**src/rtl/reg_file_bist.sv**
```systemverilog
// reg_file_bist: write-then-read-back self test of a two-read-port register file.
// Define BIST_STOP_ON_FAIL_EN to end a run at the first mismatching address.
module reg_file_bist #(
   parameter int DATA_WIDTH = 32,
   parameter int ADDR_WIDTH = 5,
   parameter int FIRST_ADDR = 1,
   parameter int LAST_ADDR  = 31,
   parameter int READ_LAT   = 1
) (
   input  logic                  CLK,
   input  logic                  RST,
   input  logic                  START,
   input  logic [DATA_WIDTH-1:0] SEED,
   output logic [ADDR_WIDTH-1:0] ADDR_W,
   output logic [ADDR_WIDTH-1:0] ADDR_R1,
   output logic [ADDR_WIDTH-1:0] ADDR_R2,
   output logic [DATA_WIDTH-1:0] DATA_W,
   output logic                  READ,
   output logic                  WRITE,
   input  logic [DATA_WIDTH-1:0] DATA_R1,
   input  logic [DATA_WIDTH-1:0] DATA_R2,
   output logic                  BUSY,
   output logic                  DONE,
   output logic                  ERROR,
   output logic [ADDR_WIDTH-1:0] FAIL_ADDR,
   output logic [ADDR_WIDTH:0]   TEST_COUNT,
   output logic [ADDR_WIDTH:0]   PASS_COUNT
);

   localparam logic [1:0] ST_IDLE = 2'd0;
   localparam logic [1:0] ST_WR   = 2'd1;
   localparam logic [1:0] ST_RD   = 2'd2;
   localparam logic [1:0] ST_DONE = 2'd3;

   localparam int CW = ADDR_WIDTH + 1;
   localparam logic [ADDR_WIDTH-1:0] A_FIRST = ADDR_WIDTH'(FIRST_ADDR);
   localparam logic [ADDR_WIDTH-1:0] A_LAST  = ADDR_WIDTH'(LAST_ADDR);
   localparam logic [CW-1:0] N_ADDR = CW'(LAST_ADDR - FIRST_ADDR + 1);
   localparam logic [1:0] LAT_MAX = 2'(READ_LAT);

   logic [1:0]            state;
   logic [ADDR_WIDTH-1:0] addr;
   logic [1:0]            lat_cnt;
   logic [DATA_WIDTH-1:0] seed_q;
   logic [DATA_WIDTH-1:0] pattern;
   logic [CW-1:0]         test_cnt;
   logic [CW-1:0]         pass_cnt;
   logic                  err_q;
   logic [ADDR_WIDTH-1:0] fail_q;

   logic in_wr;
   logic in_rd;
   logic at_last;
   logic win_end;
   logic match;
   logic start_ok;
   logic stop_run;

   always_comb begin
      pattern = '0;
      pattern[ADDR_WIDTH:0] = {addr, 1'b0};
      pattern = pattern ^ seed_q;
   end

   assign in_wr    = (state == ST_WR);
   assign in_rd    = (state == ST_RD);
   assign at_last  = (addr == A_LAST);
   assign win_end  = in_rd && (lat_cnt == LAT_MAX);
   assign match    = (DATA_R1 == pattern) && (DATA_R2 == pattern);
   assign start_ok = START && ((state == ST_IDLE) || (state == ST_DONE));

`ifdef BIST_STOP_ON_FAIL_EN
   assign stop_run = win_end && !match;
`else
   assign stop_run = 1'b0;
`endif

   // read data is sampled only on the last cycle of each address window
   always_ff @(posedge CLK or posedge RST) begin
      if (RST) begin
         state   <= ST_IDLE;
         addr    <= '0;
         lat_cnt <= '0;
         seed_q  <= '0;
      end else begin
         unique case (state)
            ST_IDLE, ST_DONE: begin
               if (START) begin
                  state   <= ST_WR;
                  addr    <= A_FIRST;
                  lat_cnt <= '0;
                  seed_q  <= SEED;
               end
            end
            ST_WR: begin
               if (at_last) begin
                  state <= ST_RD;
                  addr  <= A_FIRST;
               end else begin
                  addr <= addr + 1'b1;
               end
            end
            ST_RD: begin
               if (!win_end) begin
                  lat_cnt <= lat_cnt + 2'd1;
               end else begin
                  lat_cnt <= '0;
                  if (at_last || stop_run) begin
                     state <= ST_DONE;
                  end else begin
                     addr <= addr + 1'b1;
                  end
               end
            end
            default: state <= ST_IDLE;
         endcase
      end
   end

   always_ff @(posedge CLK or posedge RST) begin
      if (RST) begin
         test_cnt <= '0;
         pass_cnt <= '0;
         err_q    <= 1'b0;
         fail_q   <= '0;
      end else if (start_ok) begin
         test_cnt <= '0;
         pass_cnt <= '0;
         err_q    <= 1'b0;
         fail_q   <= '0;
      end else if (win_end) begin
         if (test_cnt != N_ADDR) begin
            test_cnt <= test_cnt + 1'b1;
         end
         if (match && (pass_cnt != N_ADDR)) begin
            pass_cnt <= pass_cnt + 1'b1;
         end
         if (!match && !err_q) begin
            err_q  <= 1'b1;
            fail_q <= addr;
         end
      end
   end

   assign WRITE      = in_wr;
   assign READ       = in_rd;
   assign ADDR_W     = in_wr ? addr : '0;
   assign DATA_W     = in_wr ? pattern : '0;
   assign ADDR_R1    = in_rd ? addr : '0;
   assign ADDR_R2    = in_rd ? addr : '0;
   assign BUSY       = in_wr || in_rd;
   assign DONE       = (state == ST_DONE);
   assign ERROR      = err_q;
   assign FAIL_ADDR  = fail_q;
   assign TEST_COUNT = test_cnt;
   assign PASS_COUNT = pass_cnt;

endmodule

```
**config.mk**
```make
export PLATFORM = sky130hd
export DESIGN_NAME = reg_file_bist
export DESIGN_NICKNAME = d
export VERILOG_FILES = /design/src/rtl/reg_file_bist.sv
export SDC_FILE = /design/constraint.sdc
export NUM_CORES = 1
export LEC_CHECK = 0
export CAP_MARGIN = 40
export CORE_UTILIZATION = 45
export DETAILED_ROUTE_END_ITERATION = 10
export PLACE_DENSITY = 0.86
export SLEW_MARGIN = 0
export SYNTH_ARGS = -nofsm -noshare
export SYNTH_HDL_FRONTEND = slang
export SYNTH_SLANG_ARGS = --single-unit
```
**constraint.sdc**
```tcl
create_clock -name CLK -period 6.24 [get_ports CLK]
set_input_delay 1.248 -clock CLK [delete_from_list [all_inputs] [get_ports CLK]]
set_output_delay 1.248 -clock CLK [all_outputs]
set_load 0.02 [all_outputs]
```
# Word-level counts from Yosys, hierarchy flattened
# Index checks and enable logic that the tools add are counted.
dict set report totals {
  input_bits 99
  ff_bits 59
  output_inout_bits 69
  word_cells 78
}
dict set report classes {
  eq_ne 14
  bitwise 1
  n_reduce_logical 23
  n_mux 28
  add_sub_neg 4
}
# operator count
set ops {}
lappend ops {{== test 32 bit} 2}
lappend ops {{two-way mux 5 bit} 9}
lappend ops {{two-way mux 6 bit} 6}
lappend ops {{two-way mux 32 bit} 1}
lappend ops {{XOR 6 x 32 -> 32 bit} 1}
lappend ops {{case mux 5 bit (3 select lines)} 1}
lappend ops {{adder 6 x 1 -> 6 bit (second input constant)} 2}
lappend ops {{two-way mux 2 bit} 6}
lappend ops {{inequality test 6 x 5 -> 1 bit (second input constant)} 2}
lappend ops {{AND reduction 2 bit} 5}
lappend ops {{nonzero test 2 bit} 5}
lappend ops {{inequality test 2 x 1 -> 1 bit (second input constant)} 3}
lappend ops {{case mux 2 bit (3 select lines)} 1}
lappend ops {{adder 5 x 1 -> 5 bit (second input constant)} 1}
lappend ops {{== test 5 bit (second input constant)} 1}
lappend ops {{logical AND 1 bit} 5}
lappend ops {{== test 2 x 1 -> 1 bit (second input constant)} 2}
lappend ops {{== test 2 bit (second input constant)} 2}
lappend ops {{inequality test 2 bit (second input constant)} 2}
lappend ops {{case mux 2 bit (2 select lines)} 1}
lappend ops {{AND reduction 4 bit} 1}
lappend ops {{two-way mux 1 bit} 3}
lappend ops {{AND reduction 3 bit} 1}
lappend ops {{adder 2 x 1 -> 2 bit (second input constant)} 1}
lappend ops {{4 further kinds} 6}

# Depth between registers and ports, before layout
dict set report depth {
  depth_word 8
  ltp_mapped 9
  mapped_depth_nobuf 9
}

# Least setup slack after synthesis
# Ideal clock, no wire load.
dict set report synth_path {
  path_kind {input -> register}
  from {input port DATA_R2[24]}
  to {register pass_cnt[4] (netlist: PASS_COUNT[4])}
  path_stages 7
  setup_ns 0.078
  arrival_ns 2.870
  setup_slack_ns 3.292
  path_buffers 1
  path_cell_list {xor2_1 > nor4_1 > nand4_1 > or3_1 > buf_6 > or4_1 > a21oi_1}
}
dict set report synth_between {
  elab_chain_len 5
}
# item line
set synth_lines {}
lappend synth_lines {{start, declared} 21} ;# input logic [DATA_WIDTH-1:0] DATA_R2,
lappend synth_lines {{== test 32 bit} 69} ;# assign match = (DATA_R1 == pattern) && (DATA_R2 == pattern);
lappend synth_lines {{logical AND 1 bit} 69}
lappend synth_lines {{logical AND 1 bit} 135} ;# if (match && (pass_cnt != N_ADDR)) begin
lappend synth_lines {{nonzero test 2 bit (no source line)} -}
lappend synth_lines {{AND reduction 2 bit (no source line)} -}
lappend synth_lines {{end signal, assigned} 136} ;# pass_cnt <= pass_cnt + 1'b1;
lappend synth_lines {{end, declared} 47} ;# logic [CW-1:0] pass_cnt;
# No other way between the ends.
# A chain may end at the register's enable or synchronous reset.

# Final worst setup path
dict set report layout_path {
  from {register state[1]}
  to {output port DATA_W[5]}
}
dict set report layout_between {
  elab_chain_len 2
}
# item line
set layout_lines {}
lappend layout_lines {{start, declared} 41} ;# logic [1:0] state;
lappend layout_lines {{start signal, assigned} 81} ;# state <= ST_IDLE;
lappend layout_lines {{start signal, assigned} 89} ;# state <= ST_WR;
lappend layout_lines {{start signal, assigned} 97} ;# state <= ST_RD;
lappend layout_lines {{== test 2 x 1 -> 1 bit} 65} ;# assign in_wr = (state == ST_WR);
lappend layout_lines {{two-way mux 32 bit} 148} ;# assign DATA_W = in_wr ? pattern : '0;
lappend layout_lines {{end, declared} 17} ;# output logic [DATA_WIDTH-1:0] DATA_W,
# No other way between the ends.

==> results_dict.tcl <==
set metrics [dict create \
    yosysSeqAreaShare_pct 40.7 \
    share_comb_of_total_power_pct 52.4 \
    synth-async-reset-ratio_pct 100 \
    worstSetupPathType "reg -> out" \
    drt-total-wl_um 11100 \
    r2r_start "seed_q[10]$_DFFE_PP0P_" \
    syn-num-nets 540 \
    core.rowCount 32 \
    worstPathRequired_ps 4990 \
    fp.coreArea_um2 7770 \
    hold_depth 2 \
    synth_flop_cell "dfrtp_1" \
    die_x_um 91.8 \
    crit_path_max_fanout 23 \
    grt_max_degree 60 \
    final_cell_mix "clkdlybuf4s50_1, nand2_1, dfrtp_1" \
    drv_cap 0 \
    setup_tns_ps 0 \
    placed_cells 686 \
    hold_viol 0 \
    avgSynthCellArea_um2 8.37 \
    crit_cells 5 \
    antenna_found_initial 0 \
    p_sw_mw 0.921 \
    final_common_cell "clkdlybuf4s50_1" \
    firstDrtPassIters 5 \
    cts_made_buffers 9 \
    grt.overflow.total 0 \
    total_power_mw 2.14 \
    cts_hold_buf 0 \
    internal_power_mw 1.21 \
    fp.dieH_um 91.8 \
    path_buf_inv 3 \
    worstSkewPairLatency_ps 330 \
    fin_crit_sh_pct 61.4 \
    slowest_stage "clkdlybuf4s50_1" \
    dieArea_um2 8420 \
    netlist.area_leader.share_pct 40.7 \
    cts_root_buf "clkbuf_8" \
    slew_headroom_pct 49.2 \
    postCtsSetupBuffers 0 \
    tightest_slew_ps 762 \
    status "complete, no violations" \
    yosys-top-cells-area "dfrtp_1, nand2_1, xor2_1" \
    routabilityCongestion 0.824 \
    slew_viol_final 0 \
    powerDensity_nw_per_um2 382 \
    synthesis.area_um2 3620 \
    grt_pass1_wl_um 18200 \
    first_iter_violations 201 \
    path_clk_slew_ps 70 \
    worst_slack_ps 2410 \
    critPathCaptureType "output port" \
    path_delay_family "buffers and inverters" \
    p_leak_nw 2.50 \
    arrival_ps 2580 \
    dp_hpwl_um 8590 \
    cts_tree "yes" \
    num-nets-final 702 \
    wl_per_cell_um 15.8 \
    start_util_pct 46.7 \
    grt_use_total_pct 27.5 \
    cts_sinks 59 \
    area.growth.synth_to_final_pct 54.2 \
    peakVddDrop_mv 0.178 \
    max_stage_delay_ps 620 \
    ys_seq_elements 59 \
    fin_crit_ps 3830 \
    ant_nets 0 \
    grt_pass1_vias 3693 \
    diodes 0 \
    clock_skew_ps 8.47 \
    reg2reg_depth 6 \
    seqPwrFrac_pct 31.5 \
    grt_setup_unrepaired "no" \
    yosysWarningCount 0 \
    drive_above_1_share_pct 4.83 \
    setup_viol 0 \
    cts_max_level 3 \
    clockPowerShare_pct 16.1 \
    critPathLaunch "state[1]$_DFFE_PP0P_" \
    max_freq_ghz 0.261 \
    cts_resized 0 \
    start_kind "flop" \
    ioPinCount 168 \
    numPortBuffers 167 \
    vias 3682 \
    synth_edf_count 0 \
    vias_per_cell 5.25 \
    fill_cells 602 \
    cp_cell_sequence "inv_1 -> ha_1 -> buf_4 -> nor2b_1 -> clkdlybuf4s50_1" \
    pre_cts_ws_ps 2430 \
    worstHoldStart "seed_q[4]$_DFFE_PP0P_" \
    clockBufferDepth 2 \
    drc_errors 0 \
    ys_types 41 \
    finalNonFillerCells 702 \
    syn-instance-count 433 \
    switching_share_pct 43.2 \
    synth_top_cell_by_area "dfrtp_1" \
    hold_class "reg -> reg" \
]
==> power groups by stage <==
stage | sequential (mW) | clock [mW] | combinational [mW]
finish | 0.672 | 0.344 | 1.12
floorplan | 0.631 | 0 | 0.663
global route | 0.694 | 0.372 | 1.22
global placement | 0.666 | 0 | 1.05
detailed placement | 0.676 | 0 | 1.12
CTS | 0.670 | 0.350 | 1.13
==> worst reg2reg max path: cells and delay by family (launching register included) <==
kind	cells	cell delay, ps
AO/OA/AOI/OAI	1	160
flip-flops	1	430
AND/OR/NAND/NOR	4	1750
XOR/XNOR	1	180
==> worst paths after layout <==
check	slack [ps]	to
worst min-delay path	510	seed_q[4]$_DFFE_PP0P_
worst max register to register	3640	PASS_COUNT[0]$_DFFE_PP0P_
worst min register to register	510	seed_q[4]$_DFFE_PP0P_
max in group asynchronous	4280	seed_q[5]$_DFFE_PP0P_
min in group asynchronous	1440	TEST_COUNT[2]$_DFFE_PP0P_
worst max-delay path	2410	DATA_W[5]
==> routing by layer <==
metal	GRT usage, %	part of all wire [%]
met5	0	0
met4	6.90	1.2
met3	6.72	6.4
met2	47.6	51
met1	34.5	41
==> state kept, by name (all words and copies together), names as in the netlist <==
| signal | cells |
|---|---|
| seed_q | 32 |
| PASS_COUNT | 6 |
| TEST_COUNT | 6 |
| FAIL_ADDR | 5 |
| addr | 5 |
| lat_cnt | 2 |
| state | 2 |
| ERROR | 1 |
==> cells by family after synthesis <==
kind of cell | Yosys count | synth area share, %
and+or+nand+nor | 248 | 33.0
AOI/OAI and AO/OA | 37 | 6.80
DFF | 59 | 40.7
muxes | 11 | 3.04
xor gates and xnor gates | 40 | 9.87
buffers and inverters | 30 | 3.83
adders and majority gates | 8 | 2.76
==> area by class of cell <==
type	count	area [um^2]	share of cell area, %
well taps	102	128	2.28
flip-flops and latches	59	1480	26.4
clock inverters	5	52.6	0.940
inverters	10	37.5	0.672
multi-input cells	344	2020	36.1
repair buffers	171	1730	31.0
clock buffers	11	141	2.53
==> cells in the mapped netlist (3+ instances only) <==
master and instances:
nor4_1 8, or4_1 3, nand2_1 121, xor2_1 30, a21oi_1 6, buf_4 5
o22ai_1 6, inv_1 10, and3_1 16, or2_2 4, mux2i_1 11, nor3_1 13
nand4_1 10, clkbuf_1 14, nand2b_1 3, nor2_1 17, xnor2_1 9, nand3_1 3
and2_1 38, ha_1 8, o21ai_0 9, o31ai_1 5, nor2b_1 7, dfrtp_1 59
==> per-stage QoR <==
step           cell area, um^2  util, %  hold WS (ps)
3_5_place_dp              5400     69.5           495
6_report                  5590     72.0           506
4_1_cts                   5590     72.0           510
2_1_floorplan             3620        -           467
3_3_place_gp              5350     68.8           479
5_1_grt                   5590     72.0           528
Note: power is estimated with default switching activity, not from simulation.
